## src/rtl/ex_pipe_slice_if.sv

```systemverilog
// ----------------------------------------------------------------------------
// ex_pipe_slice_if
//
// Purpose: bundles the execute-stage slice's datapath and pipeline-control
// signals so that the decode side and the slice share one declaration.
//
// Optional feature: when the macro EX_FLAGS_EN is defined, the interface also
// carries ex_flags_q = {Z, C}, registered alongside ex_mem_q.
//
// Signals (DATA_W = operand width):
//   id_ex_in   [5+2*DATA_W-1:0]  {WB, MW, MR, ALU, ALUOp, Data1, Data2}
//   stall                        1 = both pipeline registers hold
//   flush                        1 (with stall = 0) = ID/EX loads a bubble
//   id_ex_q    [5+2*DATA_W-1:0]  current ID/EX register contents
//   ex_mem_q   [3+4*DATA_W-1:0]  {WB, MW, MR, DataOut, Address}
//   ex_flags_q [1:0]             {Z, C}   (EX_FLAGS_EN only)
//
// Pipeline control: there is no valid/ready handshake. Every rising edge
// advances the pipe by one word unless stall is high, in which case both
// registers hold. flush replaces the incoming word with all-zero, and stall
// takes priority over flush.
//
// Modports:
//   master - decode/testbench side: drives id_ex_in, stall, flush
//   slave  - the slice itself: drives id_ex_q, ex_mem_q (and ex_flags_q)
// ----------------------------------------------------------------------------
interface ex_pipe_slice_if #(
    parameter int DATA_W = 16
);
    logic [5+2*DATA_W-1:0] id_ex_in;
    logic                  stall;
    logic                  flush;
    logic [5+2*DATA_W-1:0] id_ex_q;
    logic [3+4*DATA_W-1:0] ex_mem_q;
`ifdef EX_FLAGS_EN
    logic [1:0]            ex_flags_q;
`endif

`ifdef EX_FLAGS_EN
    modport master (
        output id_ex_in,
        output stall,
        output flush,
        input  id_ex_q,
        input  ex_mem_q,
        input  ex_flags_q
    );

    modport slave (
        input  id_ex_in,
        input  stall,
        input  flush,
        output id_ex_q,
        output ex_mem_q,
        output ex_flags_q
    );
`else
    modport master (
        output id_ex_in,
        output stall,
        output flush,
        input  id_ex_q,
        input  ex_mem_q
    );

    modport slave (
        input  id_ex_in,
        input  stall,
        input  flush,
        output id_ex_q,
        output ex_mem_q
    );
`endif

endinterface : ex_pipe_slice_if

```

## src/rtl/ex_pipe_slice.sv

```systemverilog
// ----------------------------------------------------------------------------
// ex_pipe_slice
//
// Purpose: execute-stage slice of a 5-stage pipeline. It holds the ID/EX
// pipeline register, the combinational execution unit (add / multiply /
// pass-through plus address generation) and the EX/MEM pipeline register.
// A word sampled on edge N is visible on id_ex_q after edge N and its result
// on ex_mem_q after edge N+1; throughput is one word per cycle.
//
// Optional feature: macro EX_FLAGS_EN adds the registered {Z, C} flags on
// bus.ex_flags_q. Without the macro no flag logic exists.
//
// Ports:
//   clk    in   rising-edge clock
//   rst_n  in   asynchronous active-low reset, clears both registers
//   bus    ex_pipe_slice_if.slave
//            id_ex_in  in   {WB, MW, MR, ALU, ALUOp, Data1, Data2}
//            stall     in   hold both registers
//            flush     in   load a bubble into ID/EX (stall wins)
//            id_ex_q   out  ID/EX contents
//            ex_mem_q  out  {WB, MW, MR, DataOut[2*DATA_W-1:0],
//                            Address[2*DATA_W-1:0]}
//            ex_flags_q out {Z, C}  (EX_FLAGS_EN only)
//
// The module parameter DATA_W must match the one of the connected interface.
// ----------------------------------------------------------------------------
module ex_pipe_slice #(
    parameter int DATA_W = 16
) (
    input  logic          clk,
    input  logic          rst_n,
    ex_pipe_slice_if.slave bus
);

    localparam int IN_W  = 5 + 2 * DATA_W;
    localparam int OUT_W = 3 + 4 * DATA_W;
    localparam int RES_W = 2 * DATA_W;

    // ------------------------------------------------------------------
    // ID/EX pipeline register
    // ------------------------------------------------------------------
    logic [IN_W-1:0] id_ex_r;

    always_ff @(posedge clk or negedge rst_n) begin
        if (!rst_n) begin
            id_ex_r <= '0;
        end else if (bus.stall) begin
            id_ex_r <= id_ex_r;
        end else if (bus.flush) begin
            // A bubble is the all-zero word: no write-back, no memory access.
            id_ex_r <= '0;
        end else begin
            id_ex_r <= bus.id_ex_in;
        end
    end

    assign bus.id_ex_q = id_ex_r;

    // ------------------------------------------------------------------
    // Field extraction from the ID/EX word (MSB first)
    // ------------------------------------------------------------------
    logic              ctl_wb;
    logic              ctl_mw;
    logic              ctl_mr;
    logic              ctl_alu;
    logic              ctl_alu_op;
    logic [DATA_W-1:0] data1;
    logic [DATA_W-1:0] data2;

    assign ctl_wb     = id_ex_r[IN_W-1];
    assign ctl_mw     = id_ex_r[IN_W-2];
    assign ctl_mr     = id_ex_r[IN_W-3];
    assign ctl_alu    = id_ex_r[IN_W-4];
    assign ctl_alu_op = id_ex_r[IN_W-5];
    assign data1      = id_ex_r[2*DATA_W-1:DATA_W];
    assign data2      = id_ex_r[DATA_W-1:0];

    // ------------------------------------------------------------------
    // Execution unit
    // ------------------------------------------------------------------
    // The sum keeps its carry in bit DATA_W; the product is computed at
    // full double width so neither result is ever truncated.
    logic [DATA_W:0]  sum;
    logic [RES_W-1:0] product;
    logic [RES_W-1:0] data_out;
    logic [RES_W-1:0] address;

    assign sum     = {1'b0, data1} + {1'b0, data2};
    assign product = {{DATA_W{1'b0}}, data1} * {{DATA_W{1'b0}}, data2};
    assign address = {{DATA_W{1'b0}}, data1};

    always_comb begin
        data_out = '0;
        if (ctl_alu) begin
            if (ctl_alu_op) begin
                data_out = product;
            end else begin
                data_out = {{(DATA_W-1){1'b0}}, sum};
            end
        end else begin
            // Store / pass-through: ALUOp is a don't-care here.
            data_out = {{DATA_W{1'b0}}, data2};
        end
    end

    // ------------------------------------------------------------------
    // EX/MEM pipeline register
    // ------------------------------------------------------------------
    // flush has no direct effect here; a bubble arrives one edge later
    // through id_ex_r as an all-zero word.
    logic [OUT_W-1:0] ex_mem_r;
    logic [OUT_W-1:0] ex_mem_next;

    // WB/MW/MR are forwarded untouched, including the MW=MR=1 combination.
    assign ex_mem_next = {ctl_wb, ctl_mw, ctl_mr, data_out, address};

    always_ff @(posedge clk or negedge rst_n) begin
        if (!rst_n) begin
            ex_mem_r <= '0;
        end else if (bus.stall) begin
            ex_mem_r <= ex_mem_r;
        end else begin
            ex_mem_r <= ex_mem_next;
        end
    end

    assign bus.ex_mem_q = ex_mem_r;

`ifdef EX_FLAGS_EN
    // ------------------------------------------------------------------
    // Result flags {Z, C}, registered with the EX/MEM word
    // ------------------------------------------------------------------
    logic       flag_z;
    logic       flag_c;
    logic [1:0] flags_r;

    assign flag_z = (data_out == '0);
    // Carry is meaningful only for the add operation.
    assign flag_c = ctl_alu && !ctl_alu_op && sum[DATA_W];

    always_ff @(posedge clk or negedge rst_n) begin
        if (!rst_n) begin
            flags_r <= 2'b00;
        end else if (bus.stall) begin
            flags_r <= flags_r;
        end else begin
            flags_r <= {flag_z, flag_c};
        end
    end

    assign bus.ex_flags_q = flags_r;
`endif

endmodule : ex_pipe_slice

```

## src/flat_wrapper.sv

```systemverilog
// flat-port wrapper written by rule: the top's interface ports become plain ports
module ex_pipe_slice_flat 
#(
    parameter int DATA_W = 16
)
  (clk, rst_n, bus_id_ex_in, bus_stall, bus_flush, bus_id_ex_q, bus_ex_mem_q);
  ex_pipe_slice_if #(.DATA_W(DATA_W)) bus_i ();
  input  logic clk;
  input  logic rst_n;
  input wire logic [$bits(bus_i.id_ex_in)-1:0] bus_id_ex_in;
  input wire logic [$bits(bus_i.stall)-1:0] bus_stall;
  input wire logic [$bits(bus_i.flush)-1:0] bus_flush;
  output wire logic [$bits(bus_i.id_ex_q)-1:0] bus_id_ex_q;
  output wire logic [$bits(bus_i.ex_mem_q)-1:0] bus_ex_mem_q;
  assign bus_i.id_ex_in = bus_id_ex_in;
  assign bus_i.stall = bus_stall;
  assign bus_i.flush = bus_flush;
  assign bus_id_ex_q = bus_i.id_ex_q;
  assign bus_ex_mem_q = bus_i.ex_mem_q;
  ex_pipe_slice #(.DATA_W(DATA_W)) u_core (.clk(clk), .rst_n(rst_n), .bus(bus_i));
endmodule
```

## config.mk

```make
export PLATFORM = sky130hd
export DESIGN_NAME = ex_pipe_slice_flat
export DESIGN_NICKNAME = d
export VERILOG_FILES = /design/src/rtl/ex_pipe_slice_if.sv /design/src/rtl/ex_pipe_slice.sv /design/src/flat_wrapper.sv
export SDC_FILE = /design/constraint.sdc
export NUM_CORES = 1
export LEC_CHECK = 0
export CORE_UTILIZATION = 59
export CTS_CLUSTER_DIAMETER = 60
export DETAILED_ROUTE_END_ITERATION = 8
export HOLD_SLACK_MARGIN = 0.03
export PLACE_DENSITY = 0.89
export SLEW_MARGIN = 15
export SYNTH_ARGS = -nofsm -noshare
export SYNTH_HDL_FRONTEND = slang
export SYNTH_SLANG_ARGS = --single-unit
```

## constraint.sdc

```tcl
create_clock -name clk -period 7.8 [get_ports clk]
set_input_delay 1.56 -clock clk [delete_from_list [all_inputs] [get_ports clk]]
set_output_delay 1.56 -clock clk [all_outputs]
set_load 0.03 [all_outputs]
```

==> flow_summary.json, run 1 <==
{
  "drcViolationCount": 0,
  "yosysWarnings": 0,
  "p_int_mw": 1.198,
  "yosysMostFrequentCell": "inv_1",
  "dieHeight_um": 150.1,
  "final_cell_count_no_fill": 1806,
  "switchingPower_mw": 1.111,
  "fin_area_um2": 14570,
  "cellLeakagePower_nw": 7.126,
  "grt_pass1_wl_mm": 58.91,
  "fp.dieW_um": 150.1,
  "powerDensity_nw_per_um2": 158.5,
  "fmax_mhz": 150.4,
  "avgSynthCellArea_um2": 8.905,
  "clock_power_share": 0.203,
  "synth_edf_count": 0,
  "relSlewSlack": 0.3011,
  "viasPerCell": 5.855,
  "detail_route.iter0.violations": 905,
  "finalHoldViolCount": 0,
  "crit_fanout": 19,
  "fin_crit_ns": 6.647,
  "ir_drop_mv": 0.1205,
  "ys_seq_area_frac": 0.1702,
  "dp.cells": 1790,
  "cts_tree": "built",
  "htreeDepth": 3,
  "outcome": "finished, final reports clean",
  "dpl_cell_area_um2": 14280,
  "io_pins": 145,
  "grt_usage": 0.3495,
  "p_comb_frac": 0.536,
  "cts_buffer_depth": 2,
  "criticalPathCategory": "reg -> reg",
  "initial_utilization": 0.6078,
  "grt_max_degree": 81,
  "cts.repair.resized": 0,
  "synth-seq-cells": 88,
  "hpwl_mm": 27.06,
  "via_count": 10574,
  "dieArea_um2": 22530,
  "coreArea_um2": 21290,
  "rows": 53,
  "fin_skew_ns": 0.01702,
  "synth_top_area_cell": "fa_1",
  "syn_inst": 1453,
  "drtAntennaViolNets": 0,
  "synth_ff_type": "dfrtp_1",
  "finalCritPeriodShare": 0.8522,
  "dr.pass1.iters": 8,
  "switching_share": 0.4813,
  "synth_area_leaders": "fa_1 (30%), dfrtp_1 (17%), ha_1 (12%)",
  "clock_latency_ns": 0.37,
  "synthArstFlopShare": 1.000,
  "setup_tns_ns": 0,
  "cts_setup_buffers": 0,
  "rsz0062_at_grt": "false",
  "port_buffers": 128,
  "clock-root-buffer": "clkbuf_16",
  "fin_nets": 1882,
  "fin_total_pwr_mw": 2.309,
  "hp-class": "reg -> reg",
  "wl_mm": 36.45,
  "cts_hold_buf": 0,
  "antenna_found_initial": 1,
  "worst_pin_slew_ns": 1.048,
  "setup_viol": 0,
  "synth.cell_area_um2": 12940,
  "synth_top_area_share": 0.3017,
  "cts_made_buffers": 9,
  "start_kind": "flip-flop",
  "synth_common_cells": "inv_1 (243), nand2_1 (233), fa_1 (195)",
  "arrival_ns": 6.87,
  "clk_pin_slew_ns": 0.09,
  "clock-sinks": 88,
  "grt.overflow.total": 0,
  "place.gp.congestion": 0.9469,
  "power_frac_seq": 0.261,
  "synthDistinctLibCells": 56,
  "layout-drive-gt1-share": 0.03592,
  "wl_per_cell_um": 20.18,
  "grt_pass1_vias": 11162,
  "end_kind": "flip-flop",
  "diodes": 0,
  "required_ns": 8.03,
  "drv_slew": 0,
  "syn_to_final_growth_pct": 12.59,
  "maxCapViolCount": 0
}
## logic make-up (layout without fill, tap and decap cells)
kind of cell	Yosys count	after routing	synth area share
AO/OA/AOI/OAI	219	219	0.1056
XOR/XNOR	35	35	0.02369
adder cells (fa/ha/maj)	315	315	0.4178
buffers and inverters	331	394	0.1008
flip-flops	88	88	0.1702
multiplexers	21	21	0.01799
other	1	16	0.0002898
AND/OR/NAND/NOR	443	443	0.1637
## sequential cells by signal (all words and copies together), names as in the netlist
signal	flops
u_core.bus.id_ex_q	37
u_core.bus.ex_mem_q	51
## critical path, cell delays in order (launching register included)
cell      delay (ns)
dfrtp_1         0.92
ha_1            0.32
inv_1           0.07
fa_1            0.55
inv_1           0.06
fa_1            0.49
inv_1           0.05
fa_1            0.52
inv_1           0.05
fa_1            0.46
fa_1            0.51
inv_1           0.06
fa_1            0.48
inv_1           0.06
ha_1            0.46
nand4_1         0.19
o311ai_2        0.45
a41oi_2         0.23
o31ai_2         0.32
xnor2_1         0.16
o21ai_1         0.07
## final timing paths
kind / slack, ns / cells after the start / startpoint / endpoint
min in group asynchronous: 1.02 / 1 / rst_n / u_core.bus.id_ex_q[30]
worst min-delay path: 0.49 / 2 / u_core.bus.ex_mem_q[36] / u_core.bus.ex_mem_q[36]
max in group asynchronous: 5.48 / 2 / rst_n / u_core.bus.id_ex_q[23]
worst max register to register: 1.15 / 20 / u_core.bus.id_ex_q[7] / u_core.bus.ex_mem_q[63]
worst max-delay path: 1.15 / 20 / u_core.bus.id_ex_q[7] / u_core.bus.ex_mem_q[63]
worst min register to register: 0.49 / 2 / u_core.bus.ex_mem_q[36] / u_core.bus.ex_mem_q[36]
## per-stage QoR
stage | util | setup WS [ns] | hold slack (ns)
2_1_floorplan | - | 1.725 | 0.6587
3_3_place_gp | 0.6707 | 1.494 | 0.4637
3_5_place_dp | 0.6707 | 1.274 | 0.4763
4_1_cts | 0.6846 | 1.228 | 0.4950
5_1_grt | 0.6844 | 0.9390 | 0.5223
6_report | 0.6844 | 1.153 | 0.4943
## routing by layer
metal  track usage  vias to the layer above  wire [um]  part of all wire
met5             0                        -          0                 0
met4        0.1556                        0       1666             0.046
met3       0.07073                      126       3385             0.093
met2        0.5664                      579      17100              0.47
met1        0.4539                     5208      14300              0.39
li1              -                     4661          -                 -
## power groups by stage
stage,Sequential (mW),Clock (mW),Combinational (mW)
after detailed placement,0.606,0,1.20
after floorplan,0.625,0,0.774
after global routing,0.608,0.484,1.35
after global placement,0.603,0,1.18
final,0.603,0.469,1.24
after CTS,0.598,0.467,1.22
## final cells by class
class | instances | area [um2]
clock buffer | 9 | 225.2
clock inverter | 7 | 71.32
fill | 1598 | 6719
inverter | 243 | 912.1
multi-input combinational | 1049 | 9489
sequential | 88 | 2202
tap | 275 | 344.1
timing repair buffer | 135 | 1324
## layout by cell type, fill, tap and decap left out, types with 3 or more instances in the layout
cell and instances:
ha_1 120, a221oi_1 4, and3_1 3, o21ai_0 93, clkdlybuf4s50_1 125, nand2b_1 36
a21oi_1 41, nand4_1 10, fa_1 195, mux2_2 18, nand2_1 233, o21ai_1 5
xor2_1 13, o211ai_1 8, a31oi_1 8, a21o_1 14, o21a_1 7, inv_1 243
clkbuf_16 9, nand3_1 7, buf_4 9, dfrtp_1 88, mux2i_1 3, o21bai_1 5
o2111ai_1 3, nor2b_1 3, nor2_1 30, and2_1 112, conb_1 16, xnor2_1 22
a211oi_1 5
(Power assumes the default switching activity.)
==> inputs of run 2 (changes only) <==
- CTS_CLUSTER_DIAMETER: 60 -> default
==> results of run 2 <==
Same layout as run 1: the final DEF is identical, and so are final timing and power.
==> inputs of run 3 (changes only) <==
- CORE_UTILIZATION: 59 -> 25
- PLACE_DENSITY: 0.89 -> 0.48
- clock period: 7.8 -> 6.9 ns (I/O delays scaled with it)
==> run 3 against run 2 <==
  * Clock power grew 16%
  * Register-to-register slack got worse by 0.66 ns
  * Flip-flop and latch count did not move
  * Clock skew is 0.0052 ns lower
  * Critical endpoint unchanged
==> flow_summary.json, run 3 (synthesized netlist as in run 1, its figures left out) <==
{
  "power_frac_seq": 0.247,
  "clock_latency_ns": 0.39,
  "port_buffers": 128,
  "io_pins": 145,
  "relSlewSlack": 0.3369,
  "arrival_ns": 6.65,
  "switchingPower_mw": 1.280,
  "finalHoldViolCount": 0,
  "finalCritPeriodShare": 0.9281,
  "clock-root-buffer": "clkbuf_16",
  "antenna_found_initial": 1,
  "maxCapViolCount": 0,
  "grt_pass1_vias": 10650,
  "fin_skew_ns": 0.01177,
  "setup_viol": 0,
  "hp-class": "reg -> reg",
  "wl_per_cell_um": 18.77,
  "wl_mm": 42.00,
  "clock-sinks": 88,
  "end_kind": "flip-flop",
  "ir_drop_mv": 0.09724,
  "grt_pass1_wl_mm": 66.13,
  "outcome": "finished, final reports clean",
  "required_ns": 7.15,
  "hpwl_mm": 33.32,
  "fin_nets": 1908,
  "cts_made_buffers": 9,
  "setup_ws_ns": 0.4962,
  "criticalPathCategory": "reg -> reg",
  "htreeDepth": 3,
  "cts_setup_buffers": 0,
  "coreArea_um2": 51200,
  "cts.repair.resized": 0,
  "rows": 83,
  "drcViolationCount": 0,
  "dieHeight_um": 229.5,
  "drtAntennaViolNets": 0,
  "detail_route.iter0.violations": 510,
  "clock_power_share": 0.205,
  "start_kind": "flip-flop",
  "clk_pin_slew_ns": 0.08,
  "cts_tree": "built",
  "largest_reg_flops": 51,
  "fmax_mhz": 156.2,
  "p_int_mw": 1.371,
  "switching_share": 0.4828,
  "crit_fanout": 9,
  "worst_pin_slew_ns": 0.9947,
  "drv_slew": 0,
  "dr.pass1.iters": 5,
  "fill_cells": 5442,
  "grt.overflow.total": 0,
  "powerDensity_nw_per_um2": 173.6,
  "ff2ff_path_depth": 20,
  "grt_usage": 0.1659,
  "p_comb_frac": 0.549,
  "layout_common_cells": "inv_1 (243), nand2_1 (233), fa_1 (195)",
  "via_count": 10154,
  "place.gp.congestion": 0.8676,
  "setup_tns_ns": 0,
  "cts_buffer_depth": 2,
  "syn_to_final_growth_pct": 18.06,
  "layout-drive-gt1-share": 0.05138,
  "dieArea_um2": 52670,
  "grt_max_degree": 101,
  "worstHoldPathCells": 1,
  "fin_crit_ns": 6.404,
  "fp.dieW_um": 229.5,
  "layout_commonest_cell": "inv_1",
  "initial_utilization": 0.2527,
  "viasPerCell": 4.537,
  "cts_hold_buf": 0,
  "place_ws_ns": 0.5430,
  "cellLeakagePower_nw": 7.263,
  "rsz0062_at_grt": "false"
}
[run 3: cell count changes in the layout (fill, tap and decap cells not counted)]
cell and delta:
buf_2 -1, buf_4 +26, clkdlybuf4s50_1 +1, clkinvlp_4 -1, diode_2 +1, inv_6 +2, inv_8 -1
[run 3: area by class of cell]
cell class / count / area (um2) / area share
inverters: 243 / 912.1 / 0.05971
clock inverters: 7 / 70.07 / 0.004587
clock buffers: 9 / 225.2 / 0.01474
diodes: 1 / 2.502 / 0.0001638
repair buffers: 161 / 1524 / 0.09976
well taps: 680 / 850.8 / 0.05570
multi-input cells: 1049 / 9489 / 0.6212
flip-flops and latches: 88 / 2202 / 0.1442
[run 3: path summary, 6_finish.rpt]
path,slack (ns),startpoint,to
worst max-delay path,0.50,u_core.bus.id_ex_q[23],u_core.bus.ex_mem_q[63]
max in group asynchronous,4.65,rst_n,u_core.bus.ex_mem_q[33]
worst max register to register,0.50,u_core.bus.id_ex_q[23],u_core.bus.ex_mem_q[63]
worst min-delay path,0.49,u_core.bus.ex_mem_q[38],u_core.bus.ex_mem_q[38]
min in group asynchronous,0.99,rst_n,u_core.bus.id_ex_q[23]
worst min register to register,0.49,u_core.bus.ex_mem_q[38],u_core.bus.ex_mem_q[38]
[run 3: metal layers]
layer	GRT usage	wire [um]
met2	0.2568	18940
met3	0.02615	1955
met4	0.03313	536
met5	0	0
met1	0.2422	20560
[run 3: critical path, cell delays in order (launching register included)]
cell and delay (ns):
dfrtp_1 0.69, ha_1 0.36, inv_1 0.11, fa_1 0.54
inv_1 0.05, fa_1 0.49, inv_1 0.05, fa_1 0.53
inv_1 0.05, fa_1 0.50, fa_1 0.52, inv_1 0.05
fa_1 0.48, inv_1 0.04, ha_1 0.43, nand4_1 0.19
o311ai_2 0.41, a41oi_2 0.24, o31ai_2 0.31, xnor2_1 0.15
o21ai_1 0.07
[run 3: power groups by stage]
stage / Combinational [mW] / Sequential [mW] / Clock (mW)
6_report: 1.46 / 0.654 / 0.542
2_1_floorplan: 0.875 / 0.706 / 0
3_5_place_dp: 1.45 / 0.667 / 0
4_1_cts: 1.47 / 0.657 / 0.561
5_1_grt: 1.63 / 0.663 / 0.576
3_3_place_gp: 1.46 / 0.666 / 0
[run 3: per-stage QoR]
stage	hold WS, ns	cell area (um2)	cells	util	power (mW)
after floorplan	0.6587	13000	1468	-	1.581
after global placement	0.4680	14980	2221	0.2926	2.128
after detailed placement	0.4713	14980	2221	0.2926	2.117
after CTS	0.4896	15270	2237	0.2983	2.689
after global routing	0.5183	15270	2237	0.2983	2.869
final	0.4908	15280	2238	0.2984	2.652
